[src/rtl/tank_frame_sched.sv]
// tank_frame_sched: once per video frame, updates every tank slot's heading and
// position, then grants the shared bullet launcher to one shooting tank by
// round-robin arbitration. All outputs are registered.
//
// Ports:
//   clk_25m      pixel clock
//   rst_n        asynchronous active-low reset
//   frame_start  one-cycle pulse at the start of vertical blank
//   dir_req      per-slot one-hot direction request, slot k at [4k+3:4k]
//                (1000 up, 0100 down, 0010 left, 0001 right)
//   shoot_req    per-slot fire request
//   tank_exist   per-slot alive flag
//   tank_x       packed x, slot k at [10k+9:10k]
//   tank_y       packed y, slot k at [10k+9:10k]
//   tank_dir     packed heading, slot k at [2k+1:2k] (0 up, 1 down, 2 left, 3 right)
//   fire_valid   launcher request
//   fire_id      granted slot
//   fire_ready   launcher accepts
//   busy         scheduler not idle
//   overrun      one-cycle pulse when frame_start arrives while busy
module tank_frame_sched #(
    parameter int unsigned NUM_TANKS = 5,
    parameter int unsigned X_MIN     = 3,
    parameter int unsigned X_MAX     = 609,
    parameter int unsigned Y_MIN     = 1,
    parameter int unsigned Y_MAX     = 449,
    parameter int unsigned STEP      = 1,
    parameter int unsigned SPAWN_DX  = 150
) (
    input  logic                      clk_25m,
    input  logic                      rst_n,
    input  logic                      frame_start,
    input  logic [4*NUM_TANKS-1:0]    dir_req,
    input  logic [NUM_TANKS-1:0]      shoot_req,
    input  logic [NUM_TANKS-1:0]      tank_exist,
    output logic [10*NUM_TANKS-1:0]   tank_x,
    output logic [10*NUM_TANKS-1:0]   tank_y,
    output logic [2*NUM_TANKS-1:0]    tank_dir,
    output logic                      fire_valid,
    output logic [2:0]                fire_id,
    input  logic                      fire_ready,
    output logic                      busy,
    output logic                      overrun
);

    typedef enum logic [2:0] {StIdle, StCapture, StMove, StArb, StFire} state_e;

    // 11-bit working copies so the +/- STEP bound tests never wrap.
    localparam logic [10:0] XMin    = 11'(X_MIN);
    localparam logic [10:0] XMax    = 11'(X_MAX);
    localparam logic [10:0] YMin    = 11'(Y_MIN);
    localparam logic [10:0] YMax    = 11'(Y_MAX);
    localparam logic [10:0] Step    = 11'(STEP);
    localparam logic [2:0]  LastIdx = 3'(NUM_TANKS - 1);

    state_e                 state;
    logic [2:0]             idx;
    logic [4*NUM_TANKS-1:0] dir_snap;
    logic [NUM_TANKS-1:0]   shoot_snap;
    logic [NUM_TANKS-1:0]   exist_snap;
    logic [9:0]             pos_x   [NUM_TANKS];
    logic [9:0]             pos_y   [NUM_TANKS];
    logic [1:0]             heading [NUM_TANKS];
    logic [2:0]             last_grant;

    // Next value for the slot currently addressed by idx.
    logic [3:0]  cur_req;
    logic [10:0] cur_x;
    logic [10:0] cur_y;
    logic [9:0]  nxt_x;
    logic [9:0]  nxt_y;
    logic [1:0]  nxt_dir;

    always_comb begin
        cur_req = dir_snap[4*idx +: 4];
        cur_x   = {1'b0, pos_x[idx]};
        cur_y   = {1'b0, pos_y[idx]};
        nxt_x   = pos_x[idx];
        nxt_y   = pos_y[idx];
        nxt_dir = heading[idx];
        if (exist_snap[idx]) begin
            // Anything other than exactly one bit set leaves the slot untouched.
            case (cur_req)
                4'b1000: begin
                    nxt_dir = 2'd0;
                    nxt_y   = (cur_y >= YMin + Step) ? 10'(cur_y - Step) : 10'(YMin);
                end
                4'b0100: begin
                    nxt_dir = 2'd1;
                    nxt_y   = (cur_y + Step <= YMax) ? 10'(cur_y + Step) : 10'(YMax);
                end
                4'b0010: begin
                    nxt_dir = 2'd2;
                    nxt_x   = (cur_x >= XMin + Step) ? 10'(cur_x - Step) : 10'(XMin);
                end
                4'b0001: begin
                    nxt_dir = 2'd3;
                    nxt_x   = (cur_x + Step <= XMax) ? 10'(cur_x + Step) : 10'(XMax);
                end
                default: ;
            endcase
        end
    end

    // Round-robin: first candidate strictly after last_grant, wrapping.
    logic [NUM_TANKS-1:0] cand;
    logic [2:0]           cand_slot;
    logic [2:0]           grant;
    logic                 found;

    always_comb begin
        cand      = shoot_snap & exist_snap;
        cand_slot = '0;
        grant     = last_grant;
        found     = 1'b0;
        for (int unsigned i = 1; i <= NUM_TANKS; i++) begin
            cand_slot = 3'((32'(last_grant) + i) % NUM_TANKS);
            if (!found && cand[cand_slot]) begin
                grant = cand_slot;
                found = 1'b1;
            end
        end
    end

    always_ff @(posedge clk_25m or negedge rst_n) begin
        if (!rst_n) begin
            state      <= StIdle;
            idx        <= '0;
            dir_snap   <= '0;
            shoot_snap <= '0;
            exist_snap <= '0;
            last_grant <= LastIdx;
            fire_valid <= 1'b0;
            fire_id    <= '0;
            busy       <= 1'b0;
            overrun    <= 1'b0;
            for (int k = 0; k < NUM_TANKS; k++) begin
                pos_x[k]   <= 10'(X_MIN + k * SPAWN_DX);
                pos_y[k]   <= 10'(Y_MIN);
                heading[k] <= 2'd1;
            end
        end else begin
            // A frame arriving mid-schedule is dropped, only flagged.
            overrun <= frame_start && (state != StIdle);
            case (state)
                StIdle: begin
                    if (frame_start) begin
                        state <= StCapture;
                        busy  <= 1'b1;
                    end
                end
                StCapture: begin
                    dir_snap   <= dir_req;
                    shoot_snap <= shoot_req;
                    exist_snap <= tank_exist;
                    idx        <= '0;
                    state      <= StMove;
                end
                StMove: begin
                    pos_x[idx]   <= nxt_x;
                    pos_y[idx]   <= nxt_y;
                    heading[idx] <= nxt_dir;
                    if (idx == LastIdx) begin
                        state <= StArb;
                    end else begin
                        idx <= idx + 3'd1;
                    end
                end
                StArb: begin
                    if (|cand) begin
                        fire_id    <= grant;
                        fire_valid <= 1'b1;
                        state      <= StFire;
                    end else begin
                        busy  <= 1'b0;
                        state <= StIdle;
                    end
                end
                StFire: begin
                    // No timeout: the grant is held until the launcher takes it.
                    if (fire_ready) begin
                        last_grant <= fire_id;
                        fire_valid <= 1'b0;
                        busy       <= 1'b0;
                        state      <= StIdle;
                    end
                end
                default: state <= StIdle;
            endcase
        end
    end

    always_comb begin
        tank_x   = '0;
        tank_y   = '0;
        tank_dir = '0;
        for (int k = 0; k < NUM_TANKS; k++) begin
            tank_x[10*k +: 10]  = pos_x[k];
            tank_y[10*k +: 10]  = pos_y[k];
            tank_dir[2*k +: 2]  = heading[k];
        end
    end

endmodule

[config.mk]
export PLATFORM = sky130hd
export DESIGN_NAME = tank_frame_sched
export DESIGN_NICKNAME = d
export VERILOG_FILES = /design/src/rtl/tank_frame_sched.sv
export SDC_FILE = /design/constraint.sdc
export NUM_CORES = 1
export LEC_CHECK = 0
export BUFFER_PORTS_ARGS = -buffer_cell sky130_fd_sc_hd__buf_4
export CAP_MARGIN = 20
export CELL_PAD_IN_SITES_DETAIL_PLACEMENT = 1
export CELL_PAD_IN_SITES_GLOBAL_PLACEMENT = 2
export CORE_ASPECT_RATIO = 1.4
export CORE_UTILIZATION = 33
export CTS_CLUSTER_SIZE = 12
export DETAILED_ROUTE_END_ITERATION = 6
export HOLD_SLACK_MARGIN = 0.15
export PLACE_DENSITY_LB_ADDON = 0.1
export SLEW_MARGIN = 0
export SYNTH_ARGS = -nofsm -noshare
export SYNTH_HDL_FRONTEND = slang
export SYNTH_SLANG_ARGS = --single-unit
[constraint.sdc]
create_clock -name clk_25m -period 4.3 [get_ports clk_25m]
set_input_delay 0.86 -clock clk_25m [delete_from_list [all_inputs] [get_ports clk_25m]]
set_output_delay 0.86 -clock clk_25m [all_outputs]
set_load 0.005 [all_outputs]
==> out/summary.txt <==
Antenna violations before repair = 0
Critical Path End Type = register
DRC viols = 0
Max cap viols = 0
Final setup vio count = 0
Syn_nets = 1,160
Diodes inserted = 0
DIE AREA = 0.0329 mm2
Pint = 6700 uW
DP Worst Slack = -0.0511 ns
Post-detail-place hpwl = 29,800 um
VDD IR-drop max = 0.344 mV
Gate Count Post-Synth = 1,091
Total GRT Usage = 24.2%
Sw power = 5920 uW
Initial DRC count = 331
Worst Setup Slack, final = 0.0684 ns
Via density = 5.55
Row cnt = 77
TritonRoute pass-1 iters = 4
Outcome = finished, final reports clean
Fin. Hold Viols = 0
Crit Path Class = reg2reg
Synth async-reset ratio = 100%
Worst-Skew Late Latency = 0.45 ns
Worst hold path type = in2async
DR WL/cell = 23.1 um
Synth warn = 0
Initial core utilization = 33.6%
CTS tree = done
Peak fanout along the critical path = 5
Multi-input logic area = 0.00645 mm2
IO Port Bufs = 149
CP max stage cell = dfstp_2
RSZ-0062 raised after global routing = true
Area delta synth->final = 25.7%
Clock power frac = 13.2%
Clock Sinks = 155
IO Count = 150
Worst Path Arrival = 4.57 ns
Sw Ratio = 46.9%
Routed WL = 39,100 um
Root buffer cell = clkbuf_16
Commonest non-fill, non-tap cell in the layout = buf_4
Count of flip-flops with a built-in enable after synthesis = 0
Clock slew at the register clock pins of the worst setup and hold paths = 0.07 ns
Core area = 0.0316 mm2
Critical path data required time = 4.64 ns
H-tree depth = 4
Fmax = 236 MHz
Antenna-violating nets left = 0
Post-route clock period utilization = 98.4%
Worst-Margin Slew = 0.940 ns
Filler cells = 3,555
Via Count = 9,373
Logic pwr share = 65.4%
Final worst path period need = 4.23 ns
Post-synth design cell area = 0.0106 mm2
Finished Layout Cells = 1,689
Leakage = 0.00597 uW
Final setup skew = 0.00710 ns
Slew Limit Fails = 0
Avg Cell Area, Syn = 9.74 um2
Sequential share of power = 21.4%
Setup crit start kind = register
Netlist cell types = 92
Clock buffer depth = 2
Power per cell area = 945 mW/mm2
First-pass GRT wire length = 60,400 um
Number of global-route vias before repair = 9,892
Placed cells = 1,652
Commonest cells after routing, fill and taps aside = 222 x buf_4, 118 x mux2_2, 118 x dfrtp_1
Final nets = 1,350
Final Core Density = 42.2%
Layout cells sized above 1 = 36.6%
Most used DFF post-synth = dfrtp_1
Final Wtd Congestion = 0.897
Seq/Total Area, Yosys = 36.9%
Post-synthesis register bit count = 155
CTS Buf Count = 17
Worst path max stage delay = 0.58 ns
Chip height = 214 um
Rel. slew slack = 37.4%
Power Total = 12,600 uW
Largest net degree at the start of global routing = 84
Cells along the critical path = inv_2, ha_4, o21a_4, a21oi_4, xnor2_2, ha_2, inv_1, o221a_2, or4_4, a21o_1, a221oi_4, a211oi_2, nor2b_4, nor3b_2, or4_1, a22o_1
Register Area = 0.00393 mm2
Die X = 154 um
Total gr overflow = 0
[stage by stage]
| step | TNS (ns) | hold WS (ns) | area, um2 |
|---|---|---|---|
| after floorplan | 0 | 0.455 | 10600 |
| after global placement | 0 | 0.476 | 12600 |
| after detailed placement | -0.0511 | 0.479 | 12600 |
| after CTS | -0.00345 | 0.496 | 13200 |
| after global routing | -0.0857 | 0.516 | 13300 |
| final | 0 | 0.460 | 13300 |
[repair_timing]
action | CTS | global route
hold endpoints to repair | 0 | 0
hold buffers | 0 | 0
setup endpoints to repair | 1 | 26
gates resized for setup | 4 | 22
buffers inserted | 1 | 4
pin swaps | 3 | 8
[area by class of cell]
| cell class | instances | share of cell area (%) |
|---|---|---|
| clock buffer | 17 | 3.19 |
| clock inverter | 15 | 1.54 |
| inverter | 28 | 0.787 |
| multi-input combinational | 853 | 48.3 |
| sequential | 155 | 29.4 |
| tap | 395 | 3.70 |
| timing repair buffer | 226 | 13.0 |
[synth_stat cells, drive strengths merged (21+ instances only)]
| cell | instances | area, um2 |
|---|---|---|
| a21oi | 45 | 229 |
| a31oi | 21 | 131 |
| buf | 36 | 228 |
| dfrtp | 121 | 3030 |
| dfstp | 34 | 893 |
| ha | 35 | 438 |
| inv | 28 | 105 |
| mux2 | 118 | 1330 |
| mux2i | 59 | 591 |
| nand2 | 103 | 387 |
| nand3 | 27 | 145 |
| nor2 | 70 | 263 |
| o21ai | 69 | 345 |
[path summary, 6_finish.rpt]
check / startpoint / to / slack [ns] / cells past startpoint
max: last_grant[2] / fire_id[0] / 0.07 / 16
min in group clk_25m: tank_x[32] / tank_x[32] / 0.49 / 2
min reg2reg: tank_x[32] / tank_x[32] / 0.49 / 2
max reg2reg: last_grant[2] / fire_id[0] / 0.07 / 16
min: rst_n / tank_x[12] / 0.46 / 1
max in group asynchronous: rst_n / tank_y[10] / 2.91 / 2
[metal layers]
metal | global-route usage [%] | up-vias | wire [um]
met5 | 0 | - | 0
met4 | 10.7 | 0 | 1240
met3 | 3.01 | 51 | 946
met2 | 45.1 | 148 | 21100
met1 | 27.4 | 4745 | 15800
li1 | - | 4429 | -
[sequential cells by signal, indices dropped and copies added (netlist names), 5 cells and up]
name,count
exist_snap,5
tank_x,50
tank_y,50
dir_snap,20
shoot_snap,5
tank_dir,10
[power groups by stage]
| stage | logic [uW] | registers (uW) | clock network [uW] |
|---|---|---|---|
| floorplan | 5060 | 2510 | 0 |
| global placement | 7890 | 2710 | 0 |
| detailed placement | 7970 | 2730 | 0 |
| CTS | 8050 | 2710 | 1700 |
| global route | 8940 | 2790 | 1750 |
| finish | 8250 | 2700 | 1660 |
[cell families after synthesis]
kind of cell | share of synthesized area [%]
compound gates | 18.6
xor+xnor | 1.97
fa+ha+maj | 4.12
buf+inv | 3.80
flops | 36.9
mux | 18.5
simple gates | 16.0
[worst max-delay path: cells and delay by family, from the launching register on]
kind | cells | cell delay (ns)
DFF | 1 | 0.58
buffers and inverters | 2 | 0.13
adders and majority gates | 2 | 0.45
AOI/OAI and AO/OA | 7 | 1.45
xor gates and xnor gates | 1 | 0.15
and+or+nand+nor | 4 | 1.37
(Power assumes the default switching activity.)
